### src/rtl/dm9000a_bus_controller.sv
// DM9000A host-bus sequencer: runs one register or data-port command per start pulse
// as one or two timed CS#/IOR#/IOW# cycles, then an optional settle delay.
module dm9000a_bus_controller #(
    parameter int SETUP_CYCLES      = 1,
    parameter int STROBE_CYCLES     = 2,
    parameter int STD_DELAY_CYCLES  = 4,
    parameter int LONG_DELAY_CYCLES = 200
) (
    input  logic        Clock,
    input  logic        Reset,
    input  logic        start_command_in,
    input  logic [1:0]  command_type_in,
    input  logic [7:0]  addr_in,
    input  logic [15:0] dataw_in,
    input  logic [2:0]  post_command_delay_in,
    output logic        busy_out,
    output logic        done_out,
    output logic [15:0] rdata_out,
    output logic        enet_cmd_out,
    output logic        enet_cs_n_out,
    output logic        enet_ior_n_out,
    output logic        enet_iow_n_out,
    output logic [15:0] enet_data_out,
    output logic        enet_data_oe_out,
    input  logic [15:0] enet_data_in
);

    // state  | meaning
    // IDLE   | waiting for a start pulse
    // SETUP  | CS#/CMD/data valid, strobe still high
    // STROBE | IOR# or IOW# low
    // HOLD   | strobe released, CS#/CMD/data still driven
    // GAP    | one idle cycle between index and data cycles
    // DELAY  | post-command settle time
    // DONE   | one-cycle completion pulse
    localparam logic [2:0] ST_IDLE   = 3'd0;
    localparam logic [2:0] ST_SETUP  = 3'd1;
    localparam logic [2:0] ST_STROBE = 3'd2;
    localparam logic [2:0] ST_HOLD   = 3'd3;
    localparam logic [2:0] ST_GAP    = 3'd4;
    localparam logic [2:0] ST_DELAY  = 3'd5;
    localparam logic [2:0] ST_DONE   = 3'd6;

    localparam int MAX_BUS = (SETUP_CYCLES > STROBE_CYCLES) ? SETUP_CYCLES : STROBE_CYCLES;
    localparam int MAX_DLY = (STD_DELAY_CYCLES > LONG_DELAY_CYCLES) ? STD_DELAY_CYCLES : LONG_DELAY_CYCLES;
    localparam int MAX_CYC = (MAX_BUS > MAX_DLY) ? MAX_BUS : MAX_DLY;
    localparam int CW      = $clog2(MAX_CYC + 1);

    localparam logic [CW-1:0] LD_SETUP  = CW'(SETUP_CYCLES - 1);
    localparam logic [CW-1:0] LD_STROBE = CW'(STROBE_CYCLES - 1);
    localparam logic [CW-1:0] LD_STD    = CW'(STD_DELAY_CYCLES - 1);
    localparam logic [CW-1:0] LD_LONG   = CW'(LONG_DELAY_CYCLES - 1);

    logic [2:0]    state, state_n;
    logic [CW-1:0] cnt, cnt_n;
    logic          phase, phase_n;   // 0 = index-port cycle, 1 = data-port cycle
    logic [1:0]    cmd_type, cmd_type_n;
    logic [7:0]    addr, addr_n;
    logic [15:0]   dataw, dataw_n;
    logic [2:0]    delay_code, delay_code_n;
    logic          capture;
    logic          bus_n, wr_n;

    always_comb begin
        state_n      = state;
        cnt_n        = cnt;
        phase_n      = phase;
        cmd_type_n   = cmd_type;
        addr_n       = addr;
        dataw_n      = dataw;
        delay_code_n = delay_code;
        capture      = 1'b0;
        case (state)
            ST_IDLE: begin
                if (start_command_in) begin
                    cmd_type_n   = command_type_in;
                    addr_n       = addr_in;
                    dataw_n      = dataw_in;
                    delay_code_n = post_command_delay_in;
                    phase_n      = command_type_in[1];
                    cnt_n        = LD_SETUP;
                    state_n      = ST_SETUP;
                end
            end
            ST_SETUP: begin
                if (cnt == '0) begin
                    cnt_n   = LD_STROBE;
                    state_n = ST_STROBE;
                end else begin
                    cnt_n = cnt - CW'(1);
                end
            end
            ST_STROBE: begin
                if (cnt == '0) begin
                    capture = phase & cmd_type[0];
                    state_n = ST_HOLD;
                end else begin
                    cnt_n = cnt - CW'(1);
                end
            end
            ST_HOLD: begin
                if (!phase) begin
                    state_n = ST_GAP;
                end else if (delay_code == 3'd1) begin
                    cnt_n   = LD_STD;
                    state_n = ST_DELAY;
                end else if (delay_code == 3'd2) begin
                    cnt_n   = LD_LONG;
                    state_n = ST_DELAY;
                end else begin
                    state_n = ST_DONE;
                end
            end
            ST_GAP: begin
                phase_n = 1'b1;
                cnt_n   = LD_SETUP;
                state_n = ST_SETUP;
            end
            ST_DELAY: begin
                if (cnt == '0) begin
                    state_n = ST_DONE;
                end else begin
                    cnt_n = cnt - CW'(1);
                end
            end
            ST_DONE:  state_n = ST_IDLE;
            default:  state_n = ST_IDLE;
        endcase
    end

    // Pins are registered from the next-state view so every strobe edge comes from a flop.
    assign bus_n = (state_n == ST_SETUP) || (state_n == ST_STROBE) || (state_n == ST_HOLD);
    assign wr_n  = !phase_n || !cmd_type_n[0];

    always_ff @(posedge Clock) begin
        if (Reset) begin
            state            <= ST_IDLE;
            cnt              <= '0;
            phase            <= 1'b0;
            cmd_type         <= 2'd0;
            addr             <= 8'h00;
            dataw            <= 16'h0000;
            delay_code       <= 3'd0;
            busy_out         <= 1'b0;
            done_out         <= 1'b0;
            rdata_out        <= 16'h0000;
            enet_cmd_out     <= 1'b0;
            enet_cs_n_out    <= 1'b1;
            enet_ior_n_out   <= 1'b1;
            enet_iow_n_out   <= 1'b1;
            enet_data_out    <= 16'h0000;
            enet_data_oe_out <= 1'b0;
        end else begin
            state            <= state_n;
            cnt              <= cnt_n;
            phase            <= phase_n;
            cmd_type         <= cmd_type_n;
            addr             <= addr_n;
            dataw            <= dataw_n;
            delay_code       <= delay_code_n;
            busy_out         <= (state_n != ST_IDLE);
            done_out         <= (state_n == ST_DONE);
            enet_cs_n_out    <= !bus_n;
            enet_ior_n_out   <= !((state_n == ST_STROBE) && !wr_n);
            enet_iow_n_out   <= !((state_n == ST_STROBE) && wr_n);
            enet_data_oe_out <= bus_n && wr_n;
            if (bus_n) begin
                enet_cmd_out  <= phase_n;
                enet_data_out <= phase_n ? dataw_n : {8'h00, addr_n};
            end
            if (capture) begin
                rdata_out <= enet_data_in;
            end
        end
    end

endmodule

### config.mk
export PLATFORM = sky130hd
export DESIGN_NAME = dm9000a_bus_controller
export DESIGN_NICKNAME = d
export VERILOG_FILES = /design/src/rtl/dm9000a_bus_controller.sv
export SDC_FILE = /design/constraint.sdc
export NUM_CORES = 1
export LEC_CHECK = 0
export ABC_CLOCK_PERIOD_IN_PS = 1700
export CAP_MARGIN = 20
export CELL_PAD_IN_SITES_DETAIL_PLACEMENT = 1
export CELL_PAD_IN_SITES_GLOBAL_PLACEMENT = 2
export CORE_MARGIN = 5
export CORE_UTILIZATION = 26
export CTS_CLUSTER_SIZE = 24
export DETAILED_ROUTE_END_ITERATION = 10
export HOLD_SLACK_MARGIN = 0.02
export PLACE_DENSITY_LB_ADDON = 0.08
export SLEW_MARGIN = 0
export SYNTH_ARGS = -nofsm -noshare
export SYNTH_HDL_FRONTEND = slang
export SYNTH_SLANG_ARGS = --single-unit
### constraint.sdc
create_clock -name Clock -period 1.7 [get_ports Clock]
set_input_delay 0.34 -clock Clock [delete_from_list [all_inputs] [get_ports Clock]]
set_output_delay 0.34 -clock Clock [all_outputs]
set_load 0.1 [all_outputs]
==> metrics.yaml, run 1 <==
avgSynthCellArea_sq_um: 8.853
drive_above_1_share: 0.4074
wl_per_cell_microns: 16.40
fillCellCount: 1406
fin_crit_ns: 1.787
ir_worst_vdd_mv: 1.061
yosysSeqAreaShare: 0.4676
io_buffers: 86
synth_edf_count: 0
synth_area_sq_um: 3382
async_flop_share: 0
setup_viol: 29
holdWs_ns: 0.4261
rsz0062_at_grt: "true"
status: "complete, but fails checks"
core_area_sq_um: 12670
rows: 41
end_kind: "register"
hpwl_microns: 7878
critPathKind: "reg -> reg"
nets: 585
drv_slew: 0
synth_area_leader_cell: "dfxtp_1"
synth_area_leaders: "dfxtp_1 47%, nand2_1 7.5%, a21oi_1 6.1%"
die_h_microns: 124.1
track_usage: 0.1537
vias: 3348
syn_to_final_growth_pct: 84.50
cts_buffer_depth: 2
synth_fp_nets: 432
yosys.area.top_type_share: 0.4676
start_kind: "register"
layout_setup_ws_ns: -0.08725
final_cell_mix: "74 x dfxtp_1, 67 x nand2_1, 61 x buf_4, 48 x buf_12, 45 x clkdlybuf4s50_1"
drc: 0
avgViaCountPerCell: 4.702
drt_iter0_markers: 99
synth-seq-cells: 79
crit_required_ns: 1.91
worst-endpoint-arrival_ns: 2.00
yosysUniqueCellTypes: 54
hold_viol: 0
cp_max_fo: 3
finalCritPeriodShare: 1.051
grt_pass1_wl_microns: 18300
grt.overflow.total: 0
cts.clk_slew.worst_paths_ns: 0.06
dr.pass1.iters: 4
cts_tree: "built"
grt_max_degree: 46
antenna_found_initial: 0
cts_made_buffers: 9
cts_hold_buf: 0
final_common_cell: "dfxtp_1"
clk_latency_ns: 0.34
start_util: 0.2669
io_pins: 87
gp_congestion: 0.7616
routed_wl_microns: 11680
die_w_microns: 124.1
relSlewSlack: 0.5595
fin_util: 0.4924
maxCapViolCount: 0
ant_nets: 0
grt_pass1_vias: 3591
syn_inst: 382
die_area_sq_um: 15390
violations: "setup timing"
clock_skew_ns: 0.005765
fmax_mhz: 559.5
n_antenna_cell: 0
p_leak_nw: 2.384
synthFlopType: "dfxtp_1"
placed_cell_area_sq_um: 5278
ys_warn_count: 0
worst_pin_slew_ns: 0.6505
clock_sinks: 79
power_per_cell_area_nw_per_um2: 1892
root_buffer: "clkbuf_16"
design_area_sq_um: 6240
hp-class: "in -> reg"
h-tree-depth: 3
==> sequential cells by signal, summed over array words and instances, names as in the netlist <==
register / cells
done_out: 1
enet_ior_n_out: 1
enet_cmd_out: 1
delay_code: 3
enet_iow_n_out: 1
phase: 1
rdata_out: 16
busy_out: 1
enet_data_oe_out: 1
cnt: 8
cmd_type: 1
addr: 8
enet_cs_n_out: 1
enet_data_out: 16
state: 3
dataw: 16
==> logic make-up after synthesis <==
logic type      Yosys count  share of synthesized area
compound gates           85                     0.1584
xor+xnor                  1                   0.002590
fa+ha+maj                 2                   0.007398
buf+inv                  35                    0.05216
flops                    79                     0.4676
mux                      26                    0.08028
simple gates            154                     0.2316
==> Yosys cell counts (2+ instances only) <==
cell type,instances
ha_1,2
a31oi_1,3
and3_1,2
clkbuf_1,10
buf_2,9
o311ai_0,2
nand3_1,7
nand3b_1,10
nor2b_1,2
mux2i_1,17
nand2_1,68
dfxtp_1,79
a21oi_1,41
a31o_2,8
buf_4,3
o21ai_0,10
inv_1,9
nand2b_1,3
mux2_2,9
o21ai_1,7
nor3b_1,8
nor2_1,33
nand4_1,4
nor3_1,4
buf_6,3
==> layout make-up <==
class,count,area [sq um],share of cell area
multi-input cells,268,2011,0.3222
clock inverters,5,78.83,0.01263
repair buffers,167,2054,0.3293
clock buffers,11,252.7,0.04051
flip-flops and latches,79,1590,0.2549
well taps,172,215.2,0.03449
inverters,10,37.54,0.006016
==> through the flow <==
step / power, mW / setup TNS, ns / cells / worst slack, ns
6_report: 11.81 / -1.074 / 712 / -0.08725
5_1_grt: 12.49 / -4.172 / 712 / -0.1740
4_1_cts: 11.06 / -0.2143 / 702 / -0.08679
3_5_place_dp: 8.300 / -24.34 / 677 / -0.5658
3_3_place_gp: 8.231 / -19.17 / 677 / -0.4256
2_1_floorplan: 5.888 / -0.1204 / 382 / -0.1092
==> layer usage <==
layer	routed length, microns	global-route usage	vias up
met4	154	0.04175	0
met1	4991	0.1859	1655
met3	350	0.04133	9
li1	-	-	1640
met2	6184	0.2686	44
met5	0	0	-
==> power by group <==
group | internal [mW] | switching (mW) | total (mW)
logic | 3.41 | 3.58 | 6.99
registers | 2.27 | 0.385 | 2.65
clock network | 1.37 | 0.799 | 2.17
==> path summary, 6_finish.rpt <==
| check | from | end | slack, ns | depth (start not counted) |
|---|---|---|---|---|
| worst min-delay path | Reset | enet_iow_n_out | 0.43 | 3 |
| worst max-delay path | state[1] | enet_iow_n_out | -0.09 | 6 |
| worst min register to register | dataw[11] | dataw[11] | 0.47 | 2 |
| worst max register to register | state[1] | enet_iow_n_out | -0.09 | 6 |
==> worst max-delay path: stages (launching register included) <==
cell and delay [ns]:
dfxtp_2 0.34, buf_12 0.13, nor4b_4 0.28, buf_4 0.16, mux2i_2 0.24, nor2_2 0.07, or4_1 0.46
==> what timing repair did <==
item	4_1_cts	5_1_grt
buffers inserted	8	8
pin swaps	14	10
endpoints found under the setup margin	58	55
gates cloned	1	3
resized for setup	39	65
Note: power is estimated with default switching activity, not from simulation.
==> run 2, diff against run 1 <==
--- a/config.mk
+++ b/config.mk
@@ -9,6 +9,7 @@
 export CAP_MARGIN = 20
 export CELL_PAD_IN_SITES_DETAIL_PLACEMENT = 1
 export CELL_PAD_IN_SITES_GLOBAL_PLACEMENT = 2
+export CORE_ASPECT_RATIO = 1.1
 export CORE_MARGIN = 5
 export CORE_UTILIZATION = 26
 export CTS_CLUSTER_SIZE = 24
==> metrics.yaml, run 2 (same netlist as run 1, synthesis figures left out) <==
status: "complete, but fails checks"
violations: "setup timing"
die_w_microns: 118.7
clock_skew_ns: 0.007013
worst-endpoint-arrival_ns: 2.03
place_ws_ns: -0.5101
drv_slew: 0
drt_iter0_markers: 120
die_h_microns: 129.6
final_common_cell: "dfxtp_1"
wl_per_cell_microns: 16.56
hp-class: "in -> reg"
drc: 0
dr.pass1.iters: 4
gp_congestion: 0.7589
crit_start: "cnt[0]"
die_area_sq_um: 15390
rows: 43
cts_made_buffers: 9
hold_viol: 0
start_util: 0.2664
finalCritPeriodShare: 1.064
placed_cell_area_sq_um: 5299
core_area_sq_um: 12700
p_leak_nw: 2.357
cp_max_fo: 4
cts_buffer_depth: 2
cts_tree: "built"
ant_nets: 0
fin_crit_ns: 1.809
r2r_slack_ns: -0.11
timing.rr.end: "enet_ior_n_out"
layout_setup_ws_ns: -0.1091
grt.overflow.total: 0
grt_pass1_wl_microns: 18290
drive_above_1_share: 0.4414
n_antenna_cell: 0
cts.clk_slew.worst_paths_ns: 0.06
grt_max_degree: 28
r2r_cells: 8
syn_to_final_growth_pct: 83.46
start_kind: "register"
fmax_mhz: 552.7
r2r-start: "cnt[0]"
maxCapViolCount: 0
power_per_cell_area_nw_per_um2: 1909
io_pins: 87
hpwl_microns: 8046
finalPower_mw: 11.84
avgViaCountPerCell: 4.770
final_cell_mix: "75 x dfxtp_1, 65 x buf_4, 59 x nand2_1, 46 x clkdlybuf4s50_1, 46 x buf_12"
ir_worst_vdd_mv: 1.170
critPathKind: "reg -> reg"
holdWs_ns: 0.3605
crit_required_ns: 1.92
io_buffers: 86
vias: 3353
design_area_sq_um: 6205
nets: 591
track_usage: 0.1509
end_kind: "register"
crit_path_end: "enet_ior_n_out"
largestRegisters: "dataw x16, enet_data_out x16, rdata_out x16"
h-tree-depth: 3
relSlewSlack: 0.7519
antenna_found_initial: 0
rsz0062_at_grt: "true"
clock_sinks: 79
worst_pin_slew_ns: 0.3687
root_buffer: "clkbuf_16"
routed_wl_microns: 11640
cts_hold_buf: 0
setup_viol: 27
grt_pass1_vias: 3656
clk_latency_ns: 0.35
## run 2: changes by cell type in the layout (fill, tap and decap cells not counted), sizes merged
cell	previous run	this run
clkdlybuf4s50	45	46
dlygate4sd2	1	0
clkbuf	13	17
bufinv	2	0
buf	119	125
clkinv	2	0
## run 2: power by group
| part | total (mW) | switching [mW] | internal, mW |
|---|---|---|---|
| clock | 1.96 | 0.801 | 1.16 |
| sequential | 2.61 | 0.347 | 2.27 |
| combinational | 7.27 | 3.72 | 3.55 |
## run 2: cell type report
cell class / count / area (sq um)
Clock buffer: 15 / 287.8
Sequential cell: 79 / 1589
Fill cell: 1398 / 6492
Timing Repair Buffer: 173 / 2078
Tap cell: 157 / 196.4
Clock inverter: 1 / 8.758
Multi-Input combinational cell: 268 / 2007
Inverter: 10 / 37.54
## run 2: worst min path at each step
stage,startpoint,to,slack (ns),depth (start not counted)
CTS,Reset,phase,0.35,3
global placement,dataw[11],dataw[11],0.45,2
detailed placement,dataw[11],dataw[11],0.46,2
floorplan,dataw[10],dataw[10],0.44,2
finish,Reset,phase,0.36,3
global route,Reset,dataw[13],0.39,3
## run 2: repair_timing
action	in CTS	in global routing
setup buffers	8	8
pin swaps	17	25
gates resized for setup	38	72
endpoints found under the setup margin	51	46
gates cloned	1	4
## run 2: through the flow
stage               utilization  std cells  setup TNS (ns)
floorplan                     -        382         -0.1204
global placement         0.4173        669          -17.06
detailed placement       0.4173        669          -21.01
CTS                      0.4548        692          -1.038
global route             0.4887        703          -4.305
finish                   0.4887        703         -0.8974
## run 2: layer usage
layer | vias to the layer above | GRT usage | part of all wire
li1 | 1650 | - | -
met1 | 1626 | 0.1702 | 0.42
met2 | 55 | 0.2709 | 0.52
met3 | 22 | 0.03623 | 0.037
met4 | 0 | 0.06885 | 0.026
met5 | - | 0 | 0
## run 2: worst max-delay path, stage by stage (launching register included)
cell and delay, ns:
dfxtp_2 0.32, inv_2 0.07, ha_4 0.13, nor3b_4 0.30, nand2_4 0.10, buf_6 0.13, nand2_1 0.07, a21oi_2 0.08
or4b_1 0.47
